**src/rtl/i2c_arb_pkg.sv**
```systemverilog
// Shared definitions for the I2C command arbiter: FSM encodings and
// bit positions inside the 5-bit i2c_master command flag word.
package i2c_arb_pkg;

    // Command flag word is {start, read, write, write_multiple, stop}
    localparam int CMD_FLAG_W         = 5;
    localparam int CMD_STOP           = 0;
    localparam int CMD_WRITE_MULTIPLE = 1;
    localparam int CMD_WRITE          = 2;
    localparam int CMD_READ           = 3;
    localparam int CMD_START          = 4;

    // Flag word issued when the arbiter has to close an abandoned transaction
    localparam logic [CMD_FLAG_W-1:0] FLAGS_STOP_ONLY = CMD_FLAG_W'(1 << CMD_STOP);

    // Arbiter FSM encoding
    typedef logic [1:0] arb_state_t;
    localparam arb_state_t ST_IDLE       = 2'd0;
    localparam arb_state_t ST_GRANT      = 2'd1;
    localparam arb_state_t ST_DRAIN      = 2'd2;
    localparam arb_state_t ST_FORCE_STOP = 2'd3;

endpackage

```
**src/rtl/i2c_rr_pick.sv**
```systemverilog
// Combinational round-robin finder: returns the first set request at or
// after ptr, wrapping around the top of the vector.
module i2c_rr_pick #(
    parameter int N  = 2,
    parameter int IW = (N < 2) ? 1 : $clog2(N)
) (
    input  logic [N-1:0]  req,
    input  logic [IW-1:0] ptr,
    output logic          any,
    output logic [IW-1:0] idx,
    output logic [N-1:0]  onehot
);

    // Scan N positions starting from ptr; the first hit wins
    always_comb begin
        int j;
        any    = 1'b0;
        idx    = '0;
        onehot = '0;
        j      = 0;
        for (int k = 0; k < N; k++) begin
            j = int'(ptr) + k;
            if (j >= N) begin
                j = j - N;
            end
            if (!any && req[j]) begin
                any       = 1'b1;
                idx       = IW'(j);
                onehot[j] = 1'b1;
            end
        end
    end

endmodule

```
**src/rtl/i2c_cmd_arbiter.sv**
```systemverilog
// Shares one i2c_master command/data interface between NUM_REQ requesters.
// Ownership is granted per transaction (round-robin) and held until the
// stop has finished on the wire; an owner that goes quiet gets a forced stop.
module i2c_cmd_arbiter
    import i2c_arb_pkg::*;
#(
    parameter int NUM_REQ     = 2,
    parameter int TIMEOUT_CYC = 65535
) (
    input  logic                          clk,
    input  logic                          rstn,
    input  logic [NUM_REQ*7-1:0]          r_cmd_addr,
    input  logic [NUM_REQ*CMD_FLAG_W-1:0] r_cmd_flags,
    input  logic [NUM_REQ-1:0]            r_cmd_valid,
    output logic [NUM_REQ-1:0]            r_cmd_ready,
    input  logic [NUM_REQ*8-1:0]          r_wr_tdata,
    input  logic [NUM_REQ-1:0]            r_wr_tvalid,
    input  logic [NUM_REQ-1:0]            r_wr_tlast,
    output logic [NUM_REQ-1:0]            r_wr_tready,
    output logic [NUM_REQ*8-1:0]          r_rd_tdata,
    output logic [NUM_REQ-1:0]            r_rd_tvalid,
    output logic [NUM_REQ-1:0]            r_rd_tlast,
    input  logic [NUM_REQ-1:0]            r_rd_tready,
    output logic [6:0]                    m_cmd_addr,
    output logic [CMD_FLAG_W-1:0]         m_cmd_flags,
    output logic                          m_cmd_valid,
    input  logic                          m_cmd_ready,
    output logic [7:0]                    m_wr_tdata,
    output logic                          m_wr_tvalid,
    output logic                          m_wr_tlast,
    input  logic                          m_wr_tready,
    input  logic [7:0]                    m_rd_tdata,
    input  logic                          m_rd_tvalid,
    input  logic                          m_rd_tlast,
    output logic                          m_rd_tready,
    input  logic                          i2c_busy,
    input  logic                          i2c_missed_ack,
    output logic [NUM_REQ-1:0]            grant,
    output logic [NUM_REQ-1:0]            req_missed_ack,
    output logic                          timeout_pulse
);

    localparam int IW = (NUM_REQ < 2) ? 1 : $clog2(NUM_REQ);
    localparam int CW = (TIMEOUT_CYC < 2) ? 1 : $clog2(TIMEOUT_CYC + 1);

    arb_state_t           state_q, state_d;
    logic [NUM_REQ-1:0]   grant_q, grant_d;
    logic [IW-1:0]        owner_q, owner_d;
    logic [IW-1:0]        ptr_q, ptr_d;
    logic [CW-1:0]        cnt_q, cnt_d;
    logic                 pulse_q, pulse_d;
    logic [NUM_REQ-1:0]   nack_q, nack_d;

    logic                 pick_any;
    logic [IW-1:0]        pick_idx;
    logic [NUM_REQ-1:0]   pick_onehot;

    int                   own_i;
    logic                 cmd_route, data_route;
    logic                 cmd_hs, wr_hs, rd_hs;

    assign own_i = int'(owner_q);

    // The command path is only open while granted; data keeps flowing until
    // the lock drops so bytes behind an accepted stop still reach the owner.
    assign cmd_route  = (state_q == ST_GRANT);
    assign data_route = (state_q != ST_IDLE);

    assign cmd_hs = cmd_route  && r_cmd_valid[own_i] && m_cmd_ready;
    assign wr_hs  = data_route && r_wr_tvalid[own_i] && m_wr_tready;
    assign rd_hs  = data_route && m_rd_tvalid && r_rd_tready[own_i];

    i2c_rr_pick #(
        .N  (NUM_REQ),
        .IW (IW)
    ) u_pick (
        .req    (r_cmd_valid),
        .ptr    (ptr_q),
        .any    (pick_any),
        .idx    (pick_idx),
        .onehot (pick_onehot)
    );

    // Owner-to-master mux; FORCE_STOP substitutes a bare stop command
    always_comb begin
        m_cmd_valid = 1'b0;
        m_cmd_addr  = '0;
        m_cmd_flags = '0;
        if (state_q == ST_GRANT) begin
            m_cmd_valid = r_cmd_valid[own_i];
            m_cmd_addr  = r_cmd_addr[own_i*7 +: 7];
            m_cmd_flags = r_cmd_flags[own_i*CMD_FLAG_W +: CMD_FLAG_W];
        end else if (state_q == ST_FORCE_STOP) begin
            m_cmd_valid = 1'b1;
            m_cmd_flags = FLAGS_STOP_ONLY;
        end
        m_wr_tdata  = data_route ? r_wr_tdata[own_i*8 +: 8] : 8'h00;
        m_wr_tvalid = data_route && r_wr_tvalid[own_i];
        m_wr_tlast  = data_route && r_wr_tlast[own_i];
        m_rd_tready = data_route && r_rd_tready[own_i];
    end

    // Per-requester return paths: only the owner ever sees readies or read beats.
    // The sticky NACK flag is set by a missed ack while owned and cleared by the
    // owner's next accepted command; a simultaneous set takes priority.
    genvar gi;
    generate
        for (gi = 0; gi < NUM_REQ; gi++) begin : g_req
            assign r_cmd_ready[gi]          = cmd_route  && grant_q[gi] && m_cmd_ready;
            assign r_wr_tready[gi]          = data_route && grant_q[gi] && m_wr_tready;
            assign r_rd_tvalid[gi]          = data_route && grant_q[gi] && m_rd_tvalid;
            assign r_rd_tlast[gi]           = data_route && grant_q[gi] && m_rd_tlast;
            assign r_rd_tdata[gi*8 +: 8]    = (data_route && grant_q[gi]) ? m_rd_tdata : 8'h00;
            assign nack_d[gi] = (i2c_missed_ack && grant_q[gi]) ||
                                (nack_q[gi] && !(cmd_hs && grant_q[gi]));
        end
    endgenerate

    // Arbitration FSM, owner idle timeout and release pointer update
    always_comb begin
        state_d = state_q;
        grant_d = grant_q;
        owner_d = owner_q;
        ptr_d   = ptr_q;
        cnt_d   = cnt_q;
        pulse_d = 1'b0;
        case (state_q)
            ST_IDLE: begin
                if (pick_any) begin
                    grant_d = pick_onehot;
                    owner_d = pick_idx;
                    cnt_d   = '0;
                    state_d = ST_GRANT;
                end
            end
            ST_GRANT: begin
                if (cmd_hs && r_cmd_flags[own_i*CMD_FLAG_W + CMD_STOP]) begin
                    cnt_d   = '0;
                    state_d = ST_DRAIN;
                end else if (cmd_hs || wr_hs || rd_hs) begin
                    cnt_d = '0;
                end else if (TIMEOUT_CYC != 0) begin
                    if (cnt_q == CW'(TIMEOUT_CYC - 1)) begin
                        cnt_d   = '0;
                        pulse_d = 1'b1;
                        state_d = ST_FORCE_STOP;
                    end else begin
                        cnt_d = cnt_q + 1'b1;
                    end
                end
            end
            ST_FORCE_STOP: begin
                if (m_cmd_ready) begin
                    state_d = ST_DRAIN;
                end
            end
            ST_DRAIN: begin
                if (!i2c_busy) begin
                    grant_d = '0;
                    ptr_d   = (owner_q == IW'(NUM_REQ - 1)) ? '0 : owner_q + 1'b1;
                    state_d = ST_IDLE;
                end
            end
            default: begin
                state_d = ST_IDLE;
                grant_d = '0;
            end
        endcase
    end

    // State registers; reset drops ownership at once without touching the bus
    always_ff @(posedge clk or negedge rstn) begin
        if (!rstn) begin
            state_q <= ST_IDLE;
            grant_q <= '0;
            owner_q <= '0;
            ptr_q   <= '0;
            cnt_q   <= '0;
            pulse_q <= 1'b0;
            nack_q  <= '0;
        end else begin
            state_q <= state_d;
            grant_q <= grant_d;
            owner_q <= owner_d;
            ptr_q   <= ptr_d;
            cnt_q   <= cnt_d;
            pulse_q <= pulse_d;
            nack_q  <= nack_d;
        end
    end

    assign grant          = grant_q;
    assign req_missed_ack = nack_q;
    assign timeout_pulse  = pulse_q;

endmodule
```
**config.mk**
```make
export PLATFORM = sky130hd
export DESIGN_NAME = i2c_cmd_arbiter
export DESIGN_NICKNAME = d
export VERILOG_FILES = /design/src/rtl/i2c_arb_pkg.sv /design/src/rtl/i2c_rr_pick.sv /design/src/rtl/i2c_cmd_arbiter.sv
export SDC_FILE = /design/constraint.sdc
export NUM_CORES = 1
export LEC_CHECK = 0
export ABC_AREA = 0
export BUFFER_PORTS_ARGS = -buffer_cell sky130_fd_sc_hd__buf_2
export CORE_ASPECT_RATIO = 0.9
export CORE_MARGIN = 4
export CORE_UTILIZATION = 44
export DETAILED_ROUTE_END_ITERATION = 8
export PLACE_DENSITY = 0.81
export SETUP_SLACK_MARGIN = 0.4
export SLEW_MARGIN = 20
export SYNTH_ARGS = -nofsm -noshare
export SYNTH_HDL_FRONTEND = slang
export SYNTH_SLANG_ARGS = --single-unit
```
**constraint.sdc**
```tcl
create_clock -name clk -period 2.22 [get_ports clk]
set_clock_uncertainty 0.05 [all_clocks]
set_input_delay 0 -clock clk [delete_from_list [all_inputs] [get_ports clk]]
set_output_delay 0 -clock clk [all_outputs]
set_load 0.005 [all_outputs]
```
==> metrics.csv, run 1 <==
metric,value,unit
outcome,finished clean,
p_int,1.64,mW
fin_area,2810,um^2
synth_adder_area_share,0.0130,
grt_overflow,0,
routed.top_layer,met4,
layout-drive-gt1-share,0.435,
p_sw,1.29,mW
synth.area.top_cells,"dfrtp_1 (33%), mux2i_1 (13%), and3_1 (8.1%), nor2_1 (5.9%), nand2_1 (4.1%)",
hold_viol,0,
track_usage,0.212,
slew_viol_final,0,
stdcell_count,423,
core_area,4160,um^2
vias_per_cell,5.33,
rsz0062_at_grt,yes,
fin_tns_setup,0,ps
path_cells,mux2i_2 > nor3b_2 > a2111oi_4 > nand2_4 > buf_4 > o211ai_1,
synth_top_cell_area_share,0.325,
vias,2253,
crit_slowest_cell,dfrtp_2,
synth-edff-count,0,
drt-initial-drc-count,123,
antenna_found_initial,0,
syn_avg_cell_area,8.22,um^2
ir_drop,0.000533,V
final_util,0.675,
critPathMaxStageDelay,430,ps
dpl.hpwl,4670,um
synth_nets,300,
setup_viol,0,
relSlewSlack,0.634,
routed_wl,6200,um
switching_share,0.439,
power_density,1040,nW/um^2
synth-compound-area-share,0.148,
synth-seq-cells,25,
drc,0,
r2r_slack,390,ps
area_growth,46.0,%
antenna_cells,0,
worst_pin_slew,549,ps
ys_seq_area_frac,0.325,
pre_cts_ws,225,ps
fin_nets,430,
grt_pass1_vias,2130,
portBuffers,116,
setup_ws,394,ps
worst_setup_path_end_kind,flip-flop,
yosys_warnings,0,
synth_flop_cell,dfrtp_1,
grt_max_degree,26,
drtAntennaViolNets,0,
hp-start,m_cmd_ready,
placed_cells,409,
ys_types,40,
dr.pass1.iters,4,
clkTransAtPathRegs,80,ps
reg2reg_from,owner_q$_DFFE_PN0P_,
r2r-end,cnt_q[5]$_DFFE_PN0P_,
cts_max_level,1,
cp.required,2360,ps
r2r_cells,6,
cts_tree,done,
hold_depth,3,
cts_sinks,25,
synth-simple-area-share,0.304,
syn_area,1920,um^2
pin_count,117,
dieWidth,77.7,um
wl_per_cell,14.7,um
p_clk_frac,0.091,
final_common_cell,buf_2,
syn_inst,234,
m1WireLength,2560,um
p_leak,1.49,nW
pwr-share-comb,0.676,
fin_hold_ws,16.6,ps
initial_core_util,0.463,
yosys.area.top_type,dfrtp_1,
sequentialPowerShare,0.233,
hold_path.class,in2reg,
grt_pass1_wl,9740,um
postSynth.asyncResetShare,1.00,
muxShareOfSynthArea,0.136,
synthXorXnorAreaFrac,0.0182,
clockRootBuffer,clkbuf_8,
cap_violations,0,
mostFrequentLayoutCells,"buf_2 (116), nor2_1 (30), and3_1 (25), mux2i_1 (24), dfrtp_1 (23)",
period_minus_slack,1830,ps
cp.arrival,1970,ps
finalPower,2.93,mW
met2WireLength,3160,um
route.met3.wl,334,um
fp.dieArea,5490,um^2
gp_congestion,0.885,
dpl-instance-area,2610,um^2
period_share,0.822,
holdPathEnd,state_q[0]$_DFFE_PN0P_,
worstSkewPairLatency,270,ps
max_freq,0.548,GHz
critPathKind,reg2reg,
cts_buffers,3,
cts_buffer_depth,2,
die_h,70.7,um
synth_top_family_by_area,simple AND/OR/NAND/NOR gates,
core.rowCount,22,
worstSetupStartpointType,flip-flop,
cp_max_fo,7,
==> logic make-up after synthesis <==
logic type / count (synthesis)
adders and majority gates: 2
buffers and inverters: 24
DFF: 25
AOI/OAI and AO/OA: 38
and+or+nand+nor: 115
muxes: 26
xor gates and xnor gates: 4
==> cell type report <==
| type | instances | area (um^2) |
|---|---|---|
| fillers | 323 | 1350 |
| multi-input cells | 185 | 1240 |
| repair buffers | 139 | 777 |
| flip-flops and latches | 25 | 628 |
| well taps | 60 | 75.1 |
| clock buffers | 4 | 45.0 |
| inverters | 10 | 37.5 |
==> routing by layer <==
metal | vias to the layer above | global-route usage
met5 | - | 0
li1 | 1107 | -
met2 | 82 | 0.381
met4 | 0 | 0.0751
met3 | 17 | 0.0382
met1 | 1047 | 0.254
==> registers in the layout (all words and copies together) (netlist names) <==
register,count
owner_q,1
ptr_q,1
timeout_pulse,1
state_q,2
cnt_q,16
grant,2
req_missed_ack,2
==> how the worst max path moves through the flow <==
stage                          from               endpoint  slack [ps]  cells past startpoint
6_report        owner_q$_DFFE_PN0P_   cnt_q[5]$_DFFE_PN0P_         390                      6
5_1_grt        cnt_q[7]$_DFFE_PN0P_   cnt_q[9]$_DFFE_PN0P_         310                      7
4_1_cts         owner_q$_DFFE_PN0P_   cnt_q[8]$_DFFE_PN0P_         390                      6
3_5_place_dp    owner_q$_DFFE_PN0P_   cnt_q[8]$_DFFE_PN0P_         220                      6
3_3_place_gp    owner_q$_DFFE_PN0P_  cnt_q[15]$_DFFE_PN0P_         330                      6
2_1_floorplan   owner_q$_DFFE_PN0P_  cnt_q[11]$_DFFE_PN0P_         370                      7
==> power groups by stage <==
stage / Clock, mW / Sequential (mW) / Combinational (mW)
after floorplan: 0 / 0.613 / 1.16
after global placement: 0 / 0.677 / 1.73
final: 0.268 / 0.683 / 1.98
after CTS: 0.271 / 0.680 / 1.79
after global routing: 0.287 / 0.706 / 2.16
after detailed placement: 0 / 0.686 / 1.76
==> Yosys cell counts (all sizes together) (6+ instances only) <==
| cell | n |
|---|---|
| nand4 | 7 |
| nand3 | 7 |
| mux2i | 25 |
| dfrtp | 25 |
| inv | 10 |
| nor2 | 30 |
| clkbuf | 11 |
| and3 | 25 |
| o21ai | 6 |
| nand2 | 22 |
| a21oi | 9 |
==> critical path, delay by kind of cell (launching register included) <==
family,cells,cell delay [ps]
multiplexers,1,270
flip-flops,1,430
buffers and inverters,1,170
AND/OR/NAND/NOR,2,250
AO/OA/AOI/OAI,2,570
==> what timing repair did <==
item,CTS,global route
setup endpoints to repair,13,15
endpoints found under the hold margin,28,0
pin swaps,1,3
gates resized for setup,2,13
hold buffers,3,0
buffers inserted,1,6
Power figures use the tool's default switching activity.
==> inputs of run 2 (changes only) <==
==> constraint.sdc (replaced) <==
create_clock -name clk -period 1.8 [get_ports clk]
set_clock_uncertainty 0.05 [all_clocks]
set_input_delay 0 -clock clk [delete_from_list [all_inputs] [get_ports clk]]
set_output_delay 0 -clock clk [all_outputs]
set_load 0.005 [all_outputs]
==> metrics.csv, run 2 (synthesis results as in run 1) <==
metric,value,unit
power_density,1400,nW/um^2
portBuffers,116,
n_fill_cell,235,
layout-drive-gt1-share,0.551,
setup_ws,-68.3,ps
relSlewSlack,0.627,
dieWidth,77.7,um
hp-start,i2c_busy,
switching_share,0.426,
placed_cells,416,
wl_per_cell,18.6,um
r2r-end,state_q[1]$_DFFE_PN0P_,
rsz0062_at_grt,yes,
hold_viol,0,
routed_wl,8090,um
ir_drop,0.000792,V
track_usage,0.239,
vias_per_cell,5.66,
multi_input_area,1450,um^2
drc,0,
grt_overflow,0,
worstSetupStartpointType,flip-flop,
worst_setup_path_end_kind,flip-flop,
fp.dieArea,5490,um^2
p_clk_frac,0.073,
dpl.hpwl,4770,um
p_sw,1.96,mW
worst_pin_slew,560,ps
finalPower,4.60,mW
fin_hold_ws,8.84,ps
grt_pass1_wl,10700,um
critPathKind,reg2reg,
dr.pass1.iters,5,
hold_depth,3,
cp_max_fo,4,
fin_nets,443,
period_minus_slack,1870,ps
drt-initial-drc-count,232,
vias,2467,
holdPathEnd,ptr_q$_DFFE_PN0P_,
final_common_cell,buf_2,
gp_congestion,0.909,
r2r_cells,8,
r2r_slack,-70,ps
die_h,70.7,um
pin_count,117,
drtAntennaViolNets,0,
cp.arrival,2030,ps
p_leak,1.58,nW
cap_violations,0,
sequentialPowerShare,0.191,
core_area,4160,um^2
grt_pass1_vias,2325,
mostFrequentLayoutCells,"buf_2 (95), nor2_1 (27), buf_6 (27), mux2i_1 (23), dfrtp_1 (23)",
antenna_cells,0,
core.rowCount,22,
outcome,finished with violations,
largest_register_ffs,16,
hold_path.class,in2reg,
cp.required,1960,ps
cts_sinks,25,
grt_max_degree,26,
setup_viol,8,
clockRootBuffer,clkbuf_8,
reg2reg_from,owner_q$_DFFE_PN0P_,
worstSkewPairLatency,270,ps
cts_buffers,3,
stdcell_count,436,
antenna_found_initial,0,
max_freq,0.535,GHz
regArea,628,um^2
initial_core_util,0.463,
cts_max_level,1,
cts_buffer_depth,2,
top_register,cnt_q,
cts_tree,done,
area_growth,70.9,%
p_int,2.64,mW
period_share,1.04,
clkTransAtPathRegs,90,ps
slew_viol_final,0,
violations,negative setup slack,
pwr-share-comb,0.735,
==> run 2: cell count changes in the layout (fill, tap and decap cells not counted), sizes merged <==
cell / delta
inv: -1
clkinv: +2
dlygate4sd3: +1
or2: +3
buf: +8
==> run 2: critical path, stage by stage (launching register included) <==
cell and delay (ps):
dfrtp_2 430, buf_6 140, mux2i_4 290, nor3b_4 80, buf_4 150, buf_6 120, a221oi_2 250, nand2b_1 140
a21oi_2 150
==> run 2: layout make-up <==
| type | count | share of cell area |
|---|---|---|
| Timing Repair Buffer | 149 | 0.319 |
| Clock inverter | 1 | 0.00152 |
| Sequential cell | 25 | 0.191 |
| Multi-Input combinational cell | 188 | 0.440 |
| Clock buffer | 3 | 0.0126 |
| Tap cell | 60 | 0.0228 |
| Inverter | 10 | 0.0129 |
==> run 2: per-layer routing <==
layer | global-route usage | part of all wire | up-vias
met5 | 0 | 0 | -
met2 | 0.426 | 0.53 | 141
met4 | 0.0850 | 0.052 | 0
met1 | 0.277 | 0.35 | 1153
met3 | 0.0598 | 0.071 | 38
li1 | - | - | 1135
==> run 2: through the flow <==
stage / utilization / TNS [ps] / cell area, um^2 / worst slack (ps)
after floorplan: - / -437 / 1940 / -46.7
after global placement: 0.646 / -25.7 / 2690 / -12.7
after detailed placement: 0.646 / -583 / 2690 / -62.9
after CTS: 0.717 / 0 / 2980 / 10.8
after global routing: 0.791 / -1690 / 3290 / -165
final: 0.791 / -310 / 3290 / -68.3
==> run 2: how the worst max path moves through the flow <==
stage | startpoint | endpoint | slack [ps] | cells after the start
after floorplan | owner_q$_DFFE_PN0P_ | cnt_q[11]$_DFFE_PN0P_ | -50 | 7
after global placement | owner_q$_DFFE_PN0P_ | cnt_q[7]$_DFFE_PN0P_ | -10 | 6
after detailed placement | owner_q$_DFFE_PN0P_ | cnt_q[10]$_DFFE_PN0P_ | -60 | 6
after CTS | owner_q$_DFFE_PN0P_ | cnt_q[3]$_DFFE_PN0P_ | 10 | 7
after global routing | owner_q$_DFFE_PN0P_ | cnt_q[6]$_DFFE_PN0P_ | -160 | 7
final | owner_q$_DFFE_PN0P_ | state_q[1]$_DFFE_PN0P_ | -70 | 8
==> run 2: power by group through the flow <==
stage | logic (mW) | clock network (mW) | registers [mW]
floorplan | 1.45 | 0 | 0.755
global placement | 2.28 | 0 | 0.841
detailed placement | 2.33 | 0 | 0.846
CTS | 2.75 | 0.348 | 0.841
global route | 3.60 | 0.367 | 0.902
finish | 3.39 | 0.338 | 0.881
==> run 2: timing repair <==
| item | in CTS | in global routing |
|---|---|---|
| gates resized for setup | 35 | 56 |
| endpoints found under the setup margin | 68 | 71 |
| cloned | 3 | 1 |
| pin swaps | 34 | 13 |
| hold buffers | 4 | 0 |
| setup buffers | 5 | 3 |
| hold endpoints to repair | 29 | 0 |
==> inputs of run 3 (changes only) <==
--- a/config.mk
+++ b/config.mk
@@ -5,9 +5,8 @@
 export SDC_FILE = /design/constraint.sdc
 export NUM_CORES = 1
 export LEC_CHECK = 0
-export ABC_AREA = 0
 export BUFFER_PORTS_ARGS = -buffer_cell sky130_fd_sc_hd__buf_2
-export CORE_ASPECT_RATIO = 0.9
+export CORE_ASPECT_RATIO = 0.75
 export CORE_MARGIN = 4
 export CORE_UTILIZATION = 44
 export DETAILED_ROUTE_END_ITERATION = 8
==> metrics.csv, run 3 (synthesis results as in run 1) <==
metric,value,unit
outcome,finished with violations,
violations,negative setup slack,
cap_violations,0,
slew_viol_final,0,
antenna_found_initial,0,
grt_pass1_wl,12700,um
worst_pin_slew,577,ps
top_register,cnt_q,
worstSkewPairLatency,270,ps
gp_congestion,0.929,
routed_wl,8830,um
vias,2723,
clockRootBuffer,clkbuf_8,
cts_sinks,25,
period_minus_slack,1980,ps
setup_viol,37,
ir_drop,0.000816,V
cts_tree,done,
r2r_slack,-90,ps
drt-initial-drc-count,292,
wl_per_cell,19.7,um
clkTransAtPathRegs,90,ps
pin_count,117,
cts_buffers,3,
regArea,628,um^2
max_freq,0.505,GHz
crit_slowest_cell,dfrtp_2,
fin_tns_setup,-1790,ps
hold_path.class,in2reg,
cp_max_fo,11,
dpl.hpwl,5030,um
finalPower,4.57,mW
portBuffers,116,
track_usage,0.279,
fp.dieArea,5500,um^2
multi_input_area,1410,um^2
path_cells,buf_4 > buf_6 > buf_6 > buf_6 > buf_6 > buf_12 > mux2i_1 > nor2_1 > buf_2,
met2_usage,0.515,
hold_viol,0,
fin_nets,461,
grtUsageMet1,0.330,
die_h,65.3,um
grt_max_degree,26,
worst_setup_path_end_kind,output port,
final_common_cell,buf_2,
pre_cts_ws,-81.1,ps
drc,0,
grt_util_met3,0.0589,
critPathMaxStageDelay,440,ps
busiest_layer,met2,
setup_ws,-180,ps
antenna_cells,0,
cpMostUsedCell,buf_6,
cp.arrival,1930,ps
core.rowCount,20,
largest_register_ffs,16,
vias_per_cell,6.06,
n_fill_cell,260,
area_growth,70.3,%
power_density,1400,nW/um^2
cp.required,1750,ps
critPathKind,reg2out,
grt_pass1_vias,2646,
p_leak,1.70,nW
drtAntennaViolNets,0,
cts_max_level,1,
worstSetupStartpointType,flip-flop,
mostFrequentLayoutCells,"buf_2 (116), buf_4 (32), nor2_1 (27), and3_1 (25), dfrtp_1 (23)",
relSlewSlack,0.615,
layout-drive-gt1-share,0.548,
cts_buffer_depth,2,
critPathTopFamily,buffers and inverters,
period_share,1.10,
core_area,4130,um^2
grt_overflow,0,
dr.pass1.iters,7,
initial_core_util,0.466,
path_buf_inv,7,
rsz0062_at_grt,yes,
dieWidth,84.3,um
[run 3: changes by cell type in the layout (fill, tap and decap cells not counted), sizes merged]
cell         change
buf             +22
clkbuf           -1
clkinv           -1
dlygate4sd3      -1
inv              +1
nand2            +1
or2              -3
[run 3: final cells by class]
type | instances | share of cell area
timing repair buffer | 169 | 0.332
tap | 55 | 0.0210
inverter | 10 | 0.0115
clock inverter | 1 | 0.00153
sequential | 25 | 0.192
multi-input combinational | 186 | 0.429
clock buffer | 3 | 0.0126
[run 3: stage by stage]
| stage | utilization | hold slack, ps | instances | instance area, um^2 |
|---|---|---|---|---|
| after floorplan | - | -346 | 234 | 1940 |
| after global placement | 0.668 | -35.8 | 423 | 2760 |
| after detailed placement | 0.668 | -32.2 | 423 | 2760 |
| after CTS | 0.753 | 4.45 | 446 | 3110 |
| after global routing | 0.793 | 19.8 | 449 | 3270 |
| final | 0.793 | 32.4 | 449 | 3270 |
[run 3: power by group]
part           switching (mW)  internal (mW)  total (mW)  leakage (nW)
Combinational            1.65           1.71        3.36          1.35
Clock                   0.184          0.155       0.339        0.0255
Sequential              0.207          0.667       0.874         0.325
Total                    2.04           2.54        4.57          1.70
[run 3: repair_timing]
action,4_1_cts,5_1_grt
setup buffers,13,3
hold endpoints to repair,28,0
endpoints found under the setup margin,65,72
gates cloned,3,0
pin swaps,18,8
hold buffers,3,0
gates resized for setup,36,32
[run 3: tightest hold or removal path, stage by stage]
cell      delay [ps]
buf_2            120
a221oi_2          70
nand2b_1          70
a21oi_1           60
[run 3: layer usage]
layer | share of wire | wire length [um]
met4 | 0.058 | 510
met1 | 0.37 | 3250
met5 | 0 | 0
met2 | 0.48 | 4210
met3 | 0.097 | 860
[run 3: path summary, 6_finish.rpt]
path,endpoint,startpoint,cells past startpoint
worst min-delay path,state_q[1]$_DFFE_PN0P_,m_rd_tvalid,4
worst max register to register,cnt_q[12]$_DFFE_PN0P_,owner_q$_DFFE_PN0P_,8
worst min register to register,req_missed_ack[0]$_DFF_PN0_,req_missed_ack[0]$_DFF_PN0_,1
worst max-delay path,m_cmd_flags[4],owner_q$_DFFE_PN0P_,9
max in group asynchronous,owner_q$_DFFE_PN0P_,rstn,2
min in group asynchronous,cnt_q[3]$_DFFE_PN0P_,rstn,2
